<file path="src/rtl/weprom_rx_if.sv">
// Serial link from a weprom sender into weprom_rx: data bit, bit clock and frame envelope.
interface weprom_rx_if;
    logic sda;
    logic sda_clk;
    logic out_vaild;

    modport master (output sda, output sda_clk, output out_vaild);
    modport slave  (input  sda, input  sda_clk, input  out_vaild);
endinterface

</file>
<file path="src/rtl/weprom_rx.sv">
// weprom link receiver: deserialises LSB-first address/data frames into a
// 2**ADDR_W x DATA_W array and flags short or over-long frames.
module weprom_rx #(
    parameter int ADDR_W = 8,
    parameter int DATA_W = 8
) (
    input  logic              clk,
    input  logic              rst,
    weprom_rx_if.slave        link,
    input  logic [ADDR_W-1:0] rd_addr,
    output logic [DATA_W-1:0] rd_data,
    output logic [ADDR_W-1:0] addr_o,
    output logic [DATA_W-1:0] data_o,
    output logic              wr_done,
    output logic              frame_err,
    output logic              busy
);
    localparam int CNT_W = $clog2(ADDR_W + DATA_W) + 1;
    localparam logic [CNT_W-1:0] ADDR_LAST = CNT_W'(ADDR_W - 1);
    localparam logic [CNT_W-1:0] DATA_LAST = CNT_W'(DATA_W - 1);

    localparam logic [2:0] IDLE    = 3'd0;
    localparam logic [2:0] ADDR    = 3'd1;
    localparam logic [2:0] DATA    = 3'd2;
    localparam logic [2:0] DONE    = 3'd3;
    localparam logic [2:0] WAITLOW = 3'd4;

    logic [2:0]        state;
    logic [CNT_W-1:0]  cnt;
    logic [ADDR_W-1:0] addr_sr;
    logic [DATA_W-1:0] data_sr;
    logic              sda_clk_q;
    logic              bit_edge;
    logic [DATA_W-1:0] mem [0:(1<<ADDR_W)-1];

    always_comb begin
        bit_edge  = link.sda_clk & ~sda_clk_q & link.out_vaild;
        busy      = (state != IDLE);
        wr_done   = (state == DONE) & ~rst;
        frame_err = ~rst & ((((state == ADDR) | (state == DATA)) & ~link.out_vaild) |
                            ((state == WAITLOW) & bit_edge));
        rd_data   = mem[rd_addr];
    end

    always_ff @(posedge clk) begin
        if (rst) begin
            state     <= IDLE;
            cnt       <= '0;
            addr_sr   <= '0;
            data_sr   <= '0;
            sda_clk_q <= 1'b0;
            addr_o    <= '0;
            data_o    <= '0;
        end else begin
            sda_clk_q <= link.sda_clk;
            case (state)
                IDLE: begin
                    // An edge coinciding with the envelope rising is already address bit 0.
                    if (link.out_vaild) begin
                        state <= ADDR;
                        cnt   <= '0;
                        if (bit_edge) begin
                            addr_sr <= {link.sda, addr_sr[ADDR_W-1:1]};
                            cnt     <= CNT_W'(1);
                        end
                    end
                end
                ADDR: begin
                    if (!link.out_vaild) begin
                        state   <= IDLE;
                        addr_sr <= '0;
                        data_sr <= '0;
                    end else if (bit_edge) begin
                        addr_sr <= {link.sda, addr_sr[ADDR_W-1:1]};
                        if (cnt == ADDR_LAST) begin
                            state <= DATA;
                            cnt   <= '0;
                        end else begin
                            cnt <= cnt + CNT_W'(1);
                        end
                    end
                end
                DATA: begin
                    if (!link.out_vaild) begin
                        state   <= IDLE;
                        addr_sr <= '0;
                        data_sr <= '0;
                    end else if (bit_edge) begin
                        data_sr <= {link.sda, data_sr[DATA_W-1:1]};
                        if (cnt == DATA_LAST) begin
                            state <= DONE;
                            cnt   <= '0;
                        end else begin
                            cnt <= cnt + CNT_W'(1);
                        end
                    end
                end
                DONE: begin
                    addr_o <= addr_sr;
                    data_o <= data_sr;
                    state  <= link.out_vaild ? WAITLOW : IDLE;
                end
                WAITLOW: begin
                    if (!link.out_vaild) state <= IDLE;
                end
                default: state <= IDLE;
            endcase
        end
    end

    // Target array has no reset; unwritten entries stay undefined.
    always_ff @(posedge clk) begin
        if (!rst && state == DONE) mem[addr_sr] <= data_sr;
    end
endmodule

</file>
<file path="src/flat_wrapper.sv">
// flat-port wrapper written by rule: the top's interface ports become plain ports
module weprom_rx_flat 
#(
    parameter int ADDR_W = 8,
    parameter int DATA_W = 8
)
  (clk, rst, rd_addr, rd_data, addr_o, data_o, wr_done, frame_err, busy, link_sda, link_sda_clk, link_out_vaild);
  weprom_rx_if link_i ();
  input  logic clk;
  input  logic rst;
  input  logic [ADDR_W-1:0] rd_addr;
  output logic [DATA_W-1:0] rd_data;
  output logic [ADDR_W-1:0] addr_o;
  output logic [DATA_W-1:0] data_o;
  output logic wr_done;
  output logic frame_err;
  output logic busy;
  input wire logic [$bits(link_i.sda)-1:0] link_sda;
  input wire logic [$bits(link_i.sda_clk)-1:0] link_sda_clk;
  input wire logic [$bits(link_i.out_vaild)-1:0] link_out_vaild;
  assign link_i.sda = link_sda;
  assign link_i.sda_clk = link_sda_clk;
  assign link_i.out_vaild = link_out_vaild;
  weprom_rx #(.ADDR_W(ADDR_W), .DATA_W(DATA_W)) u_core (.clk(clk), .rst(rst), .link(link_i), .rd_addr(rd_addr), .rd_data(rd_data), .addr_o(addr_o), .data_o(data_o), .wr_done(wr_done), .frame_err(frame_err), .busy(busy));
endmodule
</file>
<file path="config.mk">
export PLATFORM = sky130hd
export DESIGN_NAME = weprom_rx_flat
export DESIGN_NICKNAME = d
export VERILOG_FILES = /design/src/rtl/weprom_rx_if.sv /design/src/rtl/weprom_rx.sv /design/src/flat_wrapper.sv
export SDC_FILE = /design/constraint.sdc
export NUM_CORES = 2
export LEC_CHECK = 0
export CAP_MARGIN = 30
export CORE_ASPECT_RATIO = 1.25
export CORE_MARGIN = 8
export CORE_UTILIZATION = 50
export CTS_CLUSTER_DIAMETER = 60
export CTS_CLUSTER_SIZE = 8
export DETAILED_ROUTE_END_ITERATION = 8
export PLACE_DENSITY = 0.7
export SYNTH_ARGS = -nofsm -noshare
export SYNTH_HDL_FRONTEND = slang
export SYNTH_SLANG_ARGS = --single-unit
</file>
<file path="constraint.sdc">
create_clock -name clk -period 5.5 [get_ports clk]
set_clock_uncertainty 0.05 [all_clocks]
set_input_delay 1.1 -clock clk [delete_from_list [all_inputs] [get_ports clk]]
set_output_delay 1.1 -clock clk [all_outputs]
set_load 0.02 [all_outputs]
</file>
==> results.json <==
{
  "die_w_um": 376,
  "netlist_top_cells_area": "edfxtp_1 (76%), mux4_2 (12%), mux2i_1 (2.0%)",
  "cts_root_buf": "clkbuf_16",
  "cts_hold_buf": 0,
  "ys_types": 55,
  "crit_type": "in -> out",
  "insertion_delay_ns": 0.89,
  "start_util_pct": 50.2,
  "fin_crit_ns": 5.45,
  "synthToLayoutAreaGrowth_pct": 16.2,
  "ys_seq_area_share_pct": 76.9,
  "io_pins": 40,
  "syn_inst": 3955,
  "cap_violations": 0,
  "start_kind": "primary input",
  "dpl.hpwl_mm": 125,
  "drc": 0,
  "drtIter0Drc": 5010,
  "io_buffers": 39,
  "ant_nets": 0,
  "rrSetupSlack_ns": 1.61,
  "cts.sinks": 2089,
  "antenna_found_initial": 3,
  "cp_slowest_cell": "mux4_2",
  "min_path_type": "reg -> reg",
  "grt_pass1_wl_mm": 295,
  "syn-cell-area_sq_um": 81000,
  "worstPathRequired_ns": 4.35,
  "fp.coreArea_sq_um": 161000,
  "die-area_sq_um": 175000,
  "synth_edf_count": 2048,
  "row_count": 165,
  "crit_end": "rd_data[6]",
  "grt_pass1_vias": 43000,
  "dr.pass1.iters": 5,
  "drive_gt1_share_pct": 26.4,
  "ys_ff_latch": 2089,
  "path_clk_slew_ns": 0.05,
  "setup_viol": 0,
  "report.final.slew_viol_count": 0,
  "grt_use_total_pct": 22.8,
  "max_slew_margin_pct": 23.1,
  "crit_family": "compound AO/OA/AOI/OAI gates",
  "drt-total-wl_mm": 203,
  "critPathMaxStageDelay_ns": 0.51,
  "nets": 4385,
  "viasPerCell": 6.39,
  "yosys-top-cells-count": "edfxtp_1 (2048), mux4_2 (439), nor2_1 (302)",
  "place.gp.congestion": 0.859,
  "r2r_start": "u_core.state[0]",
  "instances_no_fill": 6571,
  "post-route-period-util_pct": 99.0,
  "cts_tree": "yes",
  "fin_tns_setup_ns": 0,
  "path_max_fanout": 22,
  "synth_top_cell_by_area": "edfxtp_1",
  "cts_buffers": 311,
  "ir_worst_vdd_uv": 365,
  "max_freq_ghz": 0.184,
  "post_drt_wl_per_cell_um": 31.0,
  "path_cells": "buf_12 -> buf_12 -> buf_12 -> buf_4 -> mux4_2 -> a22o_1 -> a221oi_1 -> o22ai_1 -> buf_4 -> a211oi_1 -> a211oi_1 -> buf_2 -> buf_12",
  "die_h_um": 466,
  "cts_buffer_depth": 4,
  "cp_num_cells": 13,
  "timing.hold.ws_ns": 0.405,
  "worst-path-buf-inv": 7,
  "ys_warn_count": 0,
  "grt_start_max_net_pins": 194,
  "dp.cells": 6227,
  "ys.flop_type": "edfxtp_1",
  "tightestPinTransition_ns": 1.15,
  "worstRegToRegCells": 8,
  "htreeDepth": 5,
  "crit_path_start": "rd_addr[0]",
  "p_leak_nw": 31.1,
  "powerDensity_nw_per_um2": 367,
  "synth.most_common_cell": "edfxtp_1",
  "grt.overflow.total": 0,
  "path_common_cell": "buf_12",
  "status": "completed",
  "synth_top_area_share_pct": 75.9,
  "synth-async-reset-ratio_pct": 0,
  "dr_total_vias": 42000,
  "r2r-end": "u_core.mem[127][0]",
  "endpoint_kind": "output port",
  "avgSynthCellArea_sq_um": 20.5,
  "hold_viol": 0,
  "synth_nets": 3969,
  "cp.arrival_ns": 4.30
}
==> layout make-up <==
class	instances	area, sq um
sequential	2089	62300
antenna	3	7.51
inverter	2	7.51
multi-input combinational	1621	17500
timing repair buffer	346	3570
clock buffer	331	7990
tap	2171	2720
fill	11500	67200
clock inverter	8	85.1
==> layout by cell type, fill, tap and decap left out, drive strengths merged, types with 8 or more instances in the layout <==
cell type / instances
edfxtp: 2048
mux4: 439
clkbuf: 332
buf: 315
nor2: 302
mux2i: 161
a21oi: 111
nand2: 99
a22oi: 93
o221ai: 49
o22ai: 43
dfxtp: 41
nand3: 39
mux2: 37
nor3: 36
a221oi: 27
a22o: 26
clkdlybuf4s50: 25
nor2b: 22
o21ai: 20
a211oi: 16
nand2b: 13
o211ai: 11
or2: 8
==> registers in the layout (all words and copies together) (netlist names) <==
name,cells
u_core.addr_o,8
u_core.addr_sr,8
u_core.cnt,5
u_core.data_o,8
u_core.data_sr,8
u_core.mem,2048
u_core.sda_clk_q,1
u_core.state,3
==> worst min-delay path: stages, from the launching register on <==
cell	delay [ns]
dfxtp_1	0.30
nand2_1	0.05
a21oi_1	0.05
==> worst min-delay path by stage <==
stage / startpoint / endpoint / slack (ns) / depth (start not counted)
6_report: u_core.addr_o[7] / u_core.addr_o[7] / 0.41 / 2
5_1_grt: u_core.data_o[1] / u_core.data_o[1] / 0.42 / 2
4_1_cts: u_core.data_o[4] / u_core.data_o[4] / 0.41 / 2
3_5_place_dp: u_core.data_o[4] / u_core.data_o[4] / 0.40 / 2
3_3_place_gp: u_core.data_o[4] / u_core.data_o[4] / 0.39 / 2
2_1_floorplan: u_core.cnt[3] / u_core.cnt[3] / 0.42 / 2
==> stage by stage <==
stage	power, W	area [sq um]	setup slack, ns	utilization [%]
after floorplan	0.0182	81000	1.13	-
after global placement	0.0186	85700	-0.567	53.1
final	0.0346	94200	0.0523	58.4
after global routing	0.0354	94200	-0.000357	58.3
after detailed placement	0.0186	85900	-0.586	53.2
after CTS	0.0347	94100	0.00890	58.3
==> cells by family after synthesis <==
logic type      count (synthesis)  synth area share [%]
xor+xnor                        2                0.0216
simple gates                  544                  2.86
buf+inv                       245                  1.73
flops                        2089                  76.9
fa+ha+maj                       1                0.0154
mux                           637                  14.7
compound gates                437                  3.78
==> where the power goes <==
group,internal (W),leakage (nW),switching (W)
logic,0.000472,6.78,0.000626
registers,0.0172,20.3,0.00000278
clock network,0.0101,3.96,0.00616
==> layer usage <==
metal	global-route usage (%)	share of wire, %
met1	29.5	37
met2	38.0	50
met4	10.2	4.7
met3	4.14	8.3
met5	0	0
==> what timing repair did <==
| action | in CTS | in global routing |
|---|---|---|
| gates resized for setup | 23 | 12 |
| buffers inserted | 0 | 0 |
| setup endpoints to repair | 6 | 6 |
| pin swaps | 1 | 2 |
| cloned | 0 | 1 |
No activity file was read; power rests on OpenSTA's default activity.
